$ cat config.mk
export PLATFORM = sky130hd
export DESIGN_NAME = irq_collector_flat
export DESIGN_NICKNAME = d
export VERILOG_FILES = /design/src/rtl/irq_collector_if.sv /design/src/rtl/irq_collector.sv /design/src/flat_wrapper.sv
export SDC_FILE = /design/constraint.sdc
export NUM_CORES = 1
export LEC_CHECK = 0
export ABC_AREA = 1
export CAP_MARGIN = 0
export CORE_MARGIN = 3
export CORE_UTILIZATION = 52
export CTS_CLUSTER_SIZE = 8
export DETAILED_ROUTE_END_ITERATION = 16
export PLACE_DENSITY_LB_ADDON = 0.05
export SLEW_MARGIN = 20
export SYNTH_ARGS = -nofsm -noshare
export SYNTH_HDL_FRONTEND = slang
export SYNTH_SLANG_ARGS = --single-unit
$ cat constraint.sdc
create_clock -name clk -period 2.55 [get_ports clk]
set_input_delay 0.51 -clock clk [delete_from_list [all_inputs] [get_ports clk]]
set_output_delay 0.51 -clock clk [all_outputs]
set_load 0.01 [all_outputs]
$ cat src/rtl/irq_collector_if.sv
// rtl/irq_collector_if.sv - config write and interrupt presentation handshake between CPU master and irq_collector
interface irq_collector_if #(
    parameter int N_IRQ = 4,
    parameter int IDW   = 2
);
    logic             cfg_we;
    logic [1:0]       cfg_addr;
    logic [N_IRQ-1:0] cfg_wdata;
    logic             irq_valid;
    logic [IDW-1:0]   irq_id;
    logic             irq_ack;

    modport master (
        output cfg_we, cfg_addr, cfg_wdata, irq_ack,
        input  irq_valid, irq_id
    );

    modport slave (
        input  cfg_we, cfg_addr, cfg_wdata, irq_ack,
        output irq_valid, irq_id
    );
endinterface

$ cat src/rtl/irq_collector.sv
// rtl/irq_collector.sv - level/edge interrupt collector with priority presentation and lost-event counter
module irq_collector #(
    parameter int N_IRQ = 4,
    parameter int IDW   = 2,
    parameter int OVF_W = 8
) (
    input  logic              clk,
    input  logic              rst,
    input  logic [N_IRQ-1:0]  irq_in,
    irq_collector_if.slave    bus,
    output logic [N_IRQ-1:0]  pending_out,
    output logic [N_IRQ-1:0]  mask_out,
    output logic [OVF_W-1:0]  ovf_count
);

    typedef enum logic [1:0] {
        S_IDLE  = 2'd0,
        S_REQ   = 2'd1,
        S_CLEAR = 2'd2
    } state_t;

    localparam logic [1:0] ADDR_MASK = 2'd0;
    localparam logic [1:0] ADDR_EDGE = 2'd1;
    localparam logic [1:0] ADDR_W1C  = 2'd2;

    state_t             state_q, state_d;
    logic               valid_q, valid_d;
    logic [IDW-1:0]     id_q, id_d;
    logic [N_IRQ-1:0]   mask_q, mask_d;
    logic [N_IRQ-1:0]   edge_q, edge_d;
    logic [N_IRQ-1:0]   pending_q, pending_d;
    logic [N_IRQ-1:0]   irq_in_q, irq_in_d;
    logic [OVF_W-1:0]   ovf_q, ovf_d;

    logic [N_IRQ-1:0]   set_vec;
    logic [N_IRQ-1:0]   ack_clr;
    logic [N_IRQ-1:0]   w1c_clr;
    logic [N_IRQ-1:0]   clr_vec;
    logic [N_IRQ-1:0]   presentable;
    logic [IDW-1:0]     first_id;
    logic               found;
    logic               ack_fire;
    logic               lost;

    always_comb begin
        irq_in_d = irq_in;
        // Edge mode compares against last cycle's sample; level mode re-asserts every cycle.
        set_vec  = (edge_q & irq_in & ~irq_in_q) | (~edge_q & irq_in);

        ack_fire = (state_q == S_REQ) && bus.irq_ack;
        ack_clr  = '0;
        if (ack_fire) begin
            ack_clr[id_q] = 1'b1;
        end
        w1c_clr = (bus.cfg_we && (bus.cfg_addr == ADDR_W1C)) ? bus.cfg_wdata : '0;
        clr_vec = ack_clr | w1c_clr;

        // OR-ing set after the clear lets a fresh event win over a same-cycle clear.
        pending_d = (pending_q & ~clr_vec) | set_vec;

        lost  = |(set_vec & pending_q & ~clr_vec);
        ovf_d = ovf_q;
        if (lost && (ovf_q != {OVF_W{1'b1}})) begin
            ovf_d = ovf_q + OVF_W'(1);
        end

        mask_d = mask_q;
        edge_d = edge_q;
        if (bus.cfg_we && (bus.cfg_addr == ADDR_MASK)) begin
            mask_d = bus.cfg_wdata;
        end
        if (bus.cfg_we && (bus.cfg_addr == ADDR_EDGE)) begin
            edge_d = bus.cfg_wdata;
        end

        presentable = pending_q & mask_q;
        first_id    = '0;
        found       = 1'b0;
        for (int i = 0; i < N_IRQ; i++) begin
            if (presentable[i] && !found) begin
                first_id = IDW'(i);
                found    = 1'b1;
            end
        end

        state_d = state_q;
        valid_d = valid_q;
        id_d    = id_q;
        case (state_q)
            S_IDLE: begin
                if (found) begin
                    state_d = S_REQ;
                    valid_d = 1'b1;
                    id_d    = first_id;
                end
            end
            S_REQ: begin
                // id stays frozen here even if its pending bit or mask goes away.
                if (bus.irq_ack) begin
                    state_d = S_CLEAR;
                    valid_d = 1'b0;
                end
            end
            S_CLEAR: begin
                state_d = S_IDLE;
                valid_d = 1'b0;
            end
            default: begin
                state_d = S_IDLE;
                valid_d = 1'b0;
            end
        endcase
    end

    always_ff @(posedge clk or posedge rst) begin
        if (rst) begin
            state_q   <= S_IDLE;
            valid_q   <= 1'b0;
            id_q      <= '0;
            mask_q    <= '0;
            edge_q    <= '0;
            pending_q <= '0;
            irq_in_q  <= '0;
            ovf_q     <= '0;
        end else begin
            state_q   <= state_d;
            valid_q   <= valid_d;
            id_q      <= id_d;
            mask_q    <= mask_d;
            edge_q    <= edge_d;
            pending_q <= pending_d;
            irq_in_q  <= irq_in_d;
            ovf_q     <= ovf_d;
        end
    end

    assign bus.irq_valid = valid_q;
    assign bus.irq_id    = id_q;
    assign pending_out   = pending_q;
    assign mask_out      = mask_q;
    assign ovf_count     = ovf_q;

endmodule

$ cat src/flat_wrapper.sv
// flat-port wrapper written by rule: the top's interface ports become plain ports
module irq_collector_flat 
#(
    parameter int N_IRQ = 4,
    parameter int IDW   = 2,
    parameter int OVF_W = 8
)
  (clk, rst, irq_in, pending_out, mask_out, ovf_count, bus_cfg_we, bus_cfg_addr, bus_cfg_wdata, bus_irq_ack, bus_irq_valid, bus_irq_id);
  irq_collector_if #(.N_IRQ(N_IRQ), .IDW(IDW)) bus_i ();
  input  logic clk;
  input  logic rst;
  input  logic [N_IRQ-1:0] irq_in;
  output logic [N_IRQ-1:0] pending_out;
  output logic [N_IRQ-1:0] mask_out;
  output logic [OVF_W-1:0] ovf_count;
  input wire logic [$bits(bus_i.cfg_we)-1:0] bus_cfg_we;
  input wire logic [$bits(bus_i.cfg_addr)-1:0] bus_cfg_addr;
  input wire logic [$bits(bus_i.cfg_wdata)-1:0] bus_cfg_wdata;
  input wire logic [$bits(bus_i.irq_ack)-1:0] bus_irq_ack;
  output wire logic [$bits(bus_i.irq_valid)-1:0] bus_irq_valid;
  output wire logic [$bits(bus_i.irq_id)-1:0] bus_irq_id;
  assign bus_i.cfg_we = bus_cfg_we;
  assign bus_i.cfg_addr = bus_cfg_addr;
  assign bus_i.cfg_wdata = bus_cfg_wdata;
  assign bus_i.irq_ack = bus_irq_ack;
  assign bus_irq_valid = bus_i.irq_valid;
  assign bus_irq_id = bus_i.irq_id;
  irq_collector #(.N_IRQ(N_IRQ), .IDW(IDW), .OVF_W(OVF_W)) u_core (.clk(clk), .rst(rst), .irq_in(irq_in), .bus(bus_i), .pending_out(pending_out), .mask_out(mask_out), .ovf_count(ovf_count));
endmodule
==> flow_summary.json, run 1 <==
{
  "clockPowerShare": 0.175,
  "reg2reg_slack_ns": 1.02,
  "areaGrowthSynthToFinish_pct": 30.4,
  "cts_tree": "yes",
  "slew_headroom": 0.719,
  "dp_hpwl_um": 2350,
  "rows": 17,
  "portBuffers": 32,
  "hold_path_depth": 2,
  "syn_nets": 177,
  "max-vdd-ir-drop_mv": 0.609,
  "worstPathMaxFanout": 5,
  "die_w_um": 57.3,
  "critPathLaunchType": "register",
  "synth_most_common_cell": "nand2_1",
  "ys.flop_type": "dfrtp_1",
  "initial_utilization": 0.579,
  "clock_sinks": 28,
  "period_minus_slack_ns": 1.90,
  "ctsHoldBuffers": 0,
  "first_pass_iters": 4,
  "critPathMaxStageDelay_ns": 0.58,
  "syn_inst": 162,
  "ys_warn_count": 0,
  "synth_fa_ha_area_frac": 0.00915,
  "avgSynthCellArea_um2": 8.44,
  "tightest_slew_ns": 0.417,
  "finalHoldViolCount": 0,
  "synth_top_family_by_area": "simple AND/OR/NAND/NOR gates",
  "fmax_ghz": 0.527,
  "r2r_start": "u_core.ovf_count[0]",
  "cts_resized": 0,
  "cts_setup_buffers": 0,
  "maxUsedRoutingLayer": "met4",
  "antenna_cells": 0,
  "layout-drive-gt1-share": 0.111,
  "rsz0062_at_grt": "false",
  "drtIter0Drc": 72,
  "grt_max_degree": 29,
  "synth_top_area_cell": "dfrtp_1",
  "pwr_density_cell_nw_per_um2": 930,
  "path_buf_inv": 1,
  "die_area_um2": 3280,
  "place_area_um2": 1730,
  "syn_area_um2": 1370,
  "critPathRequiredTime_ns": 2.04,
  "dp_slack_ns": 0.590,
  "met3_length_um": 144,
  "ioPinCount": 33,
  "hold_path_class": "register to register",
  "synth_xor_area_frac": 0.0384,
  "p_int_mw": 1.05,
  "routedWlPerCell_um": 13.4,
  "cp.arrival_ns": 1.39,
  "root_buffer": "clkbuf_4",
  "switching_share": 0.367,
  "grt_overflow": 0,
  "wl_met2_um": 1510,
  "synthMuxAreaShare": 0,
  "whs_endpoint": "u_core.edge_q[2]",
  "ff2ff_path_depth": 7,
  "switchingPower_mw": 0.608,
  "clkTransAtPathRegs_ns": 0.15,
  "clk_latency_ns": 0.33,
  "h-tree-depth": 1,
  "synth.top_cells.by_count": "nand2_1 (46), dfrtp_1 (28), nand3_1 (22)",
  "cpMaxStageDelayCell": "clkdlybuf4s50_1",
  "ys_async_sr_fraction": 1.00,
  "path_delay_family": "buffers and inverters",
  "nets": 215,
  "holdCritStartpoint": "u_core.edge_q[2]",
  "n_fill_cell": 182,
  "synth-compound-area-share": 0.0613,
  "met1Wirelength_um": 1360,
  "skew_ns": 0.00639,
  "finalWorstSetupSlack_ns": 0.651,
  "final_cell_area_um2": 1780,
  "ant_nets": 0,
  "worstPathCellList": "clkdlybuf4s50_1",
  "antenna_found_initial": 0,
  "place_congestion": 0.772,
  "drcViolationCount": 0,
  "clockBufferDepth": 2,
  "status": "completed",
  "totalWireLength_um": 3050,
  "cp-end-kind": "output port",
  "die-height_um": 57.3,
  "ys_seq_elements": 28,
  "cp_num_cells": 1,
  "core_area_um2": 2360,
  "setup_violations": 0,
  "stdcell_count": 227,
  "maxCapViolCount": 0,
  "setup-tns-final_ns": 0,
  "netlist.area_leader.share": 0.512,
  "synth-seq-area-share": 0.512,
  "synth-simple-area-share": 0.324,
  "grt_pass1_wl_um": 5420,
  "grt_pass1_vias": 1208,
  "combPwrFrac": 0.408,
  "synthTopCellsByArea": "dfrtp_1 (51%), nand2_1 (13%), nand3_1 (8.1%)",
  "numCtsBuffers": 3,
  "dr_total_vias": 1213,
  "leakage_nw": 0.896,
  "p_seq_frac": 0.417,
  "placed_cells": 223,
  "via_per_inst": 5.34,
  "gr-usage-all-layers": 0.208,
  "critPathKind": "register to output port",
  "min_period_over_period": 0.745,
  "synth-edff-count": 0,
  "rr_endpoint": "u_core.ovf_count[2]",
  "maxSlewViolCount": 0,
  "synth_cell_types": 19
}
cell usage in the layout (no fill, tap or decap), types with 2 or more instances in the layout:
| cell type | instances |
|---|---|
| nor2_1 | 8 |
| nand3_1 | 22 |
| nand2_1 | 46 |
| xor2_1 | 3 |
| clkdlybuf4s50_1 | 32 |
| inv_2 | 3 |
| dfrtp_1 | 28 |
| inv_1 | 17 |
| clkbuf_4 | 3 |
| nand2_2 | 6 |
| o21ai_0 | 10 |
| nand4_1 | 4 |
| a21oi_1 | 2 |
| nand3_2 | 2 |
| nor2_2 | 3 |
| xnor2_1 | 3 |
power groups by stage:
stage,combinational [mW],sequential (mW),clock (mW)
5_1_grt,0.752,0.715,0.312
3_5_place_dp,0.672,0.701,0
6_report,0.676,0.691,0.290
4_1_cts,0.675,0.691,0.294
2_1_floorplan,0.341,0.721,0
3_3_place_gp,0.641,0.688,0
layer usage:
layer / global-route usage / up-vias
li1: - / 595
met1: 0.283 / 570
met2: 0.347 / 44
met3: 0.0226 / 4
met4: 0.0695 / 0
met5: 0 / -
per-stage QoR:
| step | hold slack, ns | utilization | total power [mW] |
|---|---|---|---|
| 2_1_floorplan | 0.453 | - | 1.06 |
| 3_3_place_gp | 0.471 | 0.733 | 1.33 |
| 3_5_place_dp | 0.479 | 0.733 | 1.37 |
| 4_1_cts | 0.514 | 0.755 | 1.66 |
| 6_report | 0.511 | 0.755 | 1.66 |
| 5_1_grt | 0.526 | 0.755 | 1.78 |
cells by family after synthesis:
kind of cell / count (synthesis)
AOI/OAI and AO/OA: 14
xor gates and xnor gates: 6
adders and majority gates: 1
buffers and inverters: 20
DFF: 28
and+or+nand+nor: 93
sequential cells by signal, summed over array words and instances (netlist names):
| name | count |
|---|---|
| u_core.ovf_count | 8 |
| u_core.edge_q | 4 |
| u_core.irq_in_q | 4 |
| u_core.mask_out | 4 |
| u_core.pending_out | 4 |
| u_core.bus.irq_id | 2 |
| u_core.state_q | 2 |
layout make-up:
type                    instances  area, um2  share of cell area
clock buffers                   3       22.5              0.0126
clock inverters                 1       30.0              0.0168
inverters                      20       75.1              0.0421
multi-input cells             114        592               0.332
flip-flops and latches         28        701               0.393
well taps                      28       35.0              0.0196
repair buffers                 33        328               0.184
tightest hold or removal path, delay by kind of cell, from the launching register on:
kind,cells,cell delay [ns]
and+or+nand+nor,1,0.05
DFF,1,0.37
AOI/OAI and AO/OA,1,0.06
how the worst max path moves through the flow:
stage                     slack, ns                   to                start
final                          0.65         ovf_count[6]  u_core.ovf_count[6]
after global placement         0.65  u_core.ovf_count[5]          bus_irq_ack
after floorplan                1.20  u_core.ovf_count[6]  u_core.ovf_count[0]
after detailed placement       0.59  u_core.ovf_count[2]          bus_irq_ack
after global routing           0.58         ovf_count[2]  u_core.ovf_count[2]
after CTS                      0.63         ovf_count[6]  u_core.ovf_count[6]
(Power assumes the default switching activity.)
==> run 2: changes to the inputs <==
Settings changed: CORE_UTILIZATION 52 to 44.
Clock period 2.55 ns to 1.7 ns, I/O delays scaled along.
==> flow_summary.json, run 2 (synthesis gave the netlist of run 1 again) <==
{
  "layout-drive-gt1-share": 0.192,
  "dp_hpwl_um": 2190,
  "max-vdd-ir-drop_mv": 0.511,
  "fmax_ghz": 0.606,
  "maxUsedRoutingLayer": "met4",
  "areaGrowthSynthToFinish_pct": 38.0,
  "root_buffer": "clkbuf_4",
  "finalHoldViolCount": 0,
  "r2r_start": "u_core.ovf_count[1]",
  "n_fill_cell": 249,
  "tightest_slew_ns": 0.403,
  "setup_violations": 0,
  "worstPathMaxFanout": 5,
  "final_util": 0.661,
  "min_period_over_period": 0.971,
  "cp.arrival_ns": 1.31,
  "multiInputGateArea_um2": 592,
  "dr_total_vias": 1243,
  "fin_hold_ws_ns": 0.368,
  "clkTransAtPathRegs_ns": 0.14,
  "wl_met2_um": 1510,
  "path_delay_family": "buffers and inverters",
  "placed_cells": 228,
  "stdcell_count": 245,
  "layout_commonest_cell": "nand2_1",
  "clk_latency_ns": 0.32,
  "met1Wirelength_um": 1230,
  "final_cell_mix": "nand2_1 (46), clkdlybuf4s50_1 (30), dfrtp_1 (24), nand3_1 (22)",
  "h-tree-depth": 1,
  "critPathKind": "register to output port",
  "die_area_um2": 3810,
  "clock_sinks": 28,
  "pwr_density_cell_nw_per_um2": 1290,
  "critPathRequiredTime_ns": 1.36,
  "nets": 231,
  "ff2ff_path_depth": 7,
  "path_buf_inv": 1,
  "met3_length_um": 147,
  "grt_overflow": 0,
  "routedWlPerCell_um": 11.9,
  "critPathMaxStageDelay_ns": 0.55,
  "rows": 19,
  "finalWorstSetupSlack_ns": 0.0498,
  "place_area_um2": 1750,
  "initial_utilization": 0.479,
  "leakage_nw": 0.974,
  "maxCapViolCount": 0,
  "cp-end-kind": "output port",
  "p_total_mw": 2.43,
  "drcViolationCount": 0,
  "die_w_um": 61.8,
  "worstPathCellList": "clkdlybuf4s50_1",
  "dp_slack_ns": -0.0494,
  "place_congestion": 0.774,
  "layout.area.seq_um2": 706,
  "core_area_um2": 2850,
  "antenna_cells": 0,
  "grt_pass1_vias": 1112,
  "skew_ns": 0.00252,
  "grt_max_degree": 29,
  "hold_path_class": "input pin to async pin",
  "setup-tns-final_ns": 0,
  "reg2reg_slack_ns": 0.21,
  "period_minus_slack_ns": 1.65,
  "numCtsBuffers": 3,
  "die-height_um": 61.8,
  "antenna_found_initial": 0,
  "gr-usage-all-layers": 0.167,
  "grt_pass1_wl_um": 4700,
  "first_pass_iters": 4,
  "clockBufferDepth": 2,
  "startpoint": "u_core.ovf_count[6]",
  "status": "completed",
  "drtIter0Drc": 66,
  "rsz0062_at_grt": "false",
  "portBuffers": 32,
  "ant_nets": 0,
  "totalWireLength_um": 2920,
  "slew_headroom": 0.729,
  "via_per_inst": 5.07,
  "rr_endpoint": "u_core.ovf_count[0]",
  "ioPinCount": 33,
  "largest_reg_flops": 8,
  "cts_tree": "yes",
  "final_cell_area_um2": 1890,
  "critPathLaunchType": "register",
  "cpMaxStageDelayCell": "clkdlybuf4s50_1",
  "maxSlewViolCount": 0
}
==> run 2: power breakdown <==
group / internal (mW) / switching, mW
registers: 0.840 / 0.149
clock network: 0.0831 / 0.181
logic: 0.622 / 0.558
==> run 2: cell type report <==
cell class	count	area share
timing repair buffer	49	0.240
tap	31	0.0206
clock buffer	3	0.0119
sequential	28	0.374
inverter	20	0.0398
multi-input combinational	114	0.314
==> run 2: how the worst max path moves through the flow <==
stage	end	slack (ns)	cells past startpoint
after floorplan	u_core.ovf_count[6]	0.35	7
after global placement	u_core.ovf_count[7]	-0.02	10
after detailed placement	u_core.ovf_count[3]	-0.05	10
after CTS	bus_irq_id[0]	0.02	1
after global routing	ovf_count[6]	0.0005	1
final	ovf_count[6]	0.05	1
==> run 2: per-layer routing <==
metal	vias up	track usage
li1	627	-
met1	578	0.206
met2	34	0.297
met3	4	0.0248
met4	0	0.0545
met5	-	0
==> run 2: tightest hold or removal path, delay by kind of cell <==
family                 cells  cell delay (ns)
buffers and inverters      3             0.77
==> run 2: repair_timing <==
item,4_1_cts,5_1_grt
hold buffers,0,0
setup buffers,0,14
setup endpoints to repair,2,14
gates resized for setup,2,4
pin swaps,0,0
==> run 3: changes to the inputs <==
Settings changed: CORE_UTILIZATION 44 to 48, GPL_ROUTABILITY_DRIVEN set to 0.
Clock period 1.7 ns to 1.8 ns, I/O delays scaled along.
==> flow_summary.json, run 3 (synthesis gave the netlist of run 1 again) <==
{
  "ff2ff_path_depth": 7,
  "maxCapViolCount": 0,
  "grt_max_degree": 29,
  "final_cell_area_um2": 1790,
  "skew_ns": 0.00446,
  "leakage_nw": 0.894,
  "drcViolationCount": 0,
  "clockBufferDepth": 2,
  "drtIter0Drc": 59,
  "min_period_over_period": 0.954,
  "setup_violations": 0,
  "clk_latency_ns": 0.32,
  "final_cell_mix": "nand2_1 (46), clkdlybuf4s50_1 (32), dfrtp_1 (27), nand3_1 (22), inv_1 (17)",
  "crit_end": "ovf_count[7]",
  "r2r_start": "u_core.ovf_count[0]",
  "largest_reg_flops": 8,
  "antenna_found_initial": 0,
  "maxSlewViolCount": 0,
  "ioPinCount": 33,
  "hold_path_class": "input pin to async pin",
  "rsz0062_at_grt": "false",
  "cp-end-kind": "output port",
  "p_total_mw": 2.32,
  "worstPathCellList": "clkdlybuf4s50_1",
  "critPathLaunchType": "register",
  "layout-drive-gt1-share": 0.116,
  "n_fill_cell": 228,
  "totalWireLength_um": 2870,
  "dr_total_vias": 1200,
  "areaGrowthSynthToFinish_pct": 30.6,
  "layout_commonest_cell": "nand2_1",
  "core_area_um2": 2590,
  "fmax_ghz": 0.582,
  "fin_hold_ws_ns": 0.372,
  "initial_utilization": 0.528,
  "routedWlPerCell_um": 12.6,
  "final_util": 0.690,
  "max-vdd-ir-drop_mv": 0.823,
  "grt_overflow": 0,
  "cp_num_cells": 1,
  "startpoint": "u_core.ovf_count[7]",
  "dp_hpwl_um": 2290,
  "clkTransAtPathRegs_ns": 0.15,
  "grt_pass1_vias": 1200,
  "die-height_um": 59.4,
  "cp.arrival_ns": 1.36,
  "pwr_density_cell_nw_per_um2": 1300,
  "cpMaxStageDelayCell": "clkdlybuf4s50_1",
  "cts_setup_buffers": 0,
  "via_per_inst": 5.24,
  "numCtsBuffers": 3,
  "first_pass_iters": 4,
  "setup-tns-final_ns": 0,
  "status": "completed",
  "nets": 215,
  "ant_nets": 0,
  "path_buf_inv": 1,
  "place_area_um2": 1730,
  "finalHoldViolCount": 0,
  "rr_endpoint": "u_core.ovf_count[1]",
  "critPathKind": "register to output port",
  "die_w_um": 59.4,
  "reg2reg_slack_ns": 0.31,
  "antenna_cells": 0,
  "critPathRequiredTime_ns": 1.44,
  "worstPathMaxFanout": 4,
  "tightest_slew_ns": 0.416,
  "slew_headroom": 0.720,
  "h-tree-depth": 1,
  "grt_pass1_wl_um": 5220,
  "path_delay_family": "buffers and inverters",
  "portBuffers": 32,
  "root_buffer": "clkbuf_4",
  "critPathMaxStageDelay_ns": 0.57,
  "gr-usage-all-layers": 0.192,
  "clock_sinks": 28,
  "die_area_um2": 3530,
  "cts_tree": "yes",
  "rows": 18,
  "period_minus_slack_ns": 1.72
}
run 3: worst min path at each step:
stage                     cells after the start                   to        startpoint
after floorplan                               0   u_core.irq_in_q[0]         irq_in[0]
after global placement                        2     u_core.edge_q[0]  u_core.edge_q[0]
after detailed placement                      2     u_core.edge_q[0]  u_core.edge_q[0]
after CTS                                     3  u_core.ovf_count[0]               rst
after global routing                          3  u_core.ovf_count[4]               rst
final                                         3  u_core.ovf_count[0]               rst
run 3: power by group:
| part | switching [mW] | leakage [nW] | internal, mW | total [mW] |
|---|---|---|---|---|
| Combinational | 0.467 | 0.533 | 0.473 | 0.941 |
| Sequential | 0.187 | 0.334 | 0.790 | 0.977 |
| Clock | 0.182 | 0.0279 | 0.225 | 0.407 |
run 3: cell type report:
type                       instances  area (um2)  share of cell area
timing repair buffer              33         328               0.183
multi-input combinational        114         592               0.331
clock buffer                       3        22.5              0.0126
inverter                          20        75.1              0.0420
tap                               30        37.5              0.0210
sequential                        28         702               0.393
clock inverter                     1        30.0              0.0168
run 3: repair_timing:
action                                  in CTS  in global routing
endpoints found under the setup margin       0                  1
resized for setup                            0                  1
hold buffers                                 0                  0
run 3: through the flow:
stage / instances / setup slack [ns]
after floorplan: 162 / 0.446
after global placement: 225 / 0.0646
after detailed placement: 225 / 0.0221
after CTS: 229 / 0.0319
after global routing: 229 / 0.00156
final: 229 / 0.0825
run 3: layer usage:
metal  GRT usage  wire length [um]
met4      0.0518                29
met2       0.303              1360
met3      0.0370               175
met5           0                 0
met1       0.271              1310
run 3: worst register-to-register path, delay by kind of cell (launching register included):
family	cells	cell delay, ns
AOI/OAI and AO/OA	1	0.14
DFF	1	0.44
and+or+nand+nor	5	0.65
adders and majority gates	1	0.21
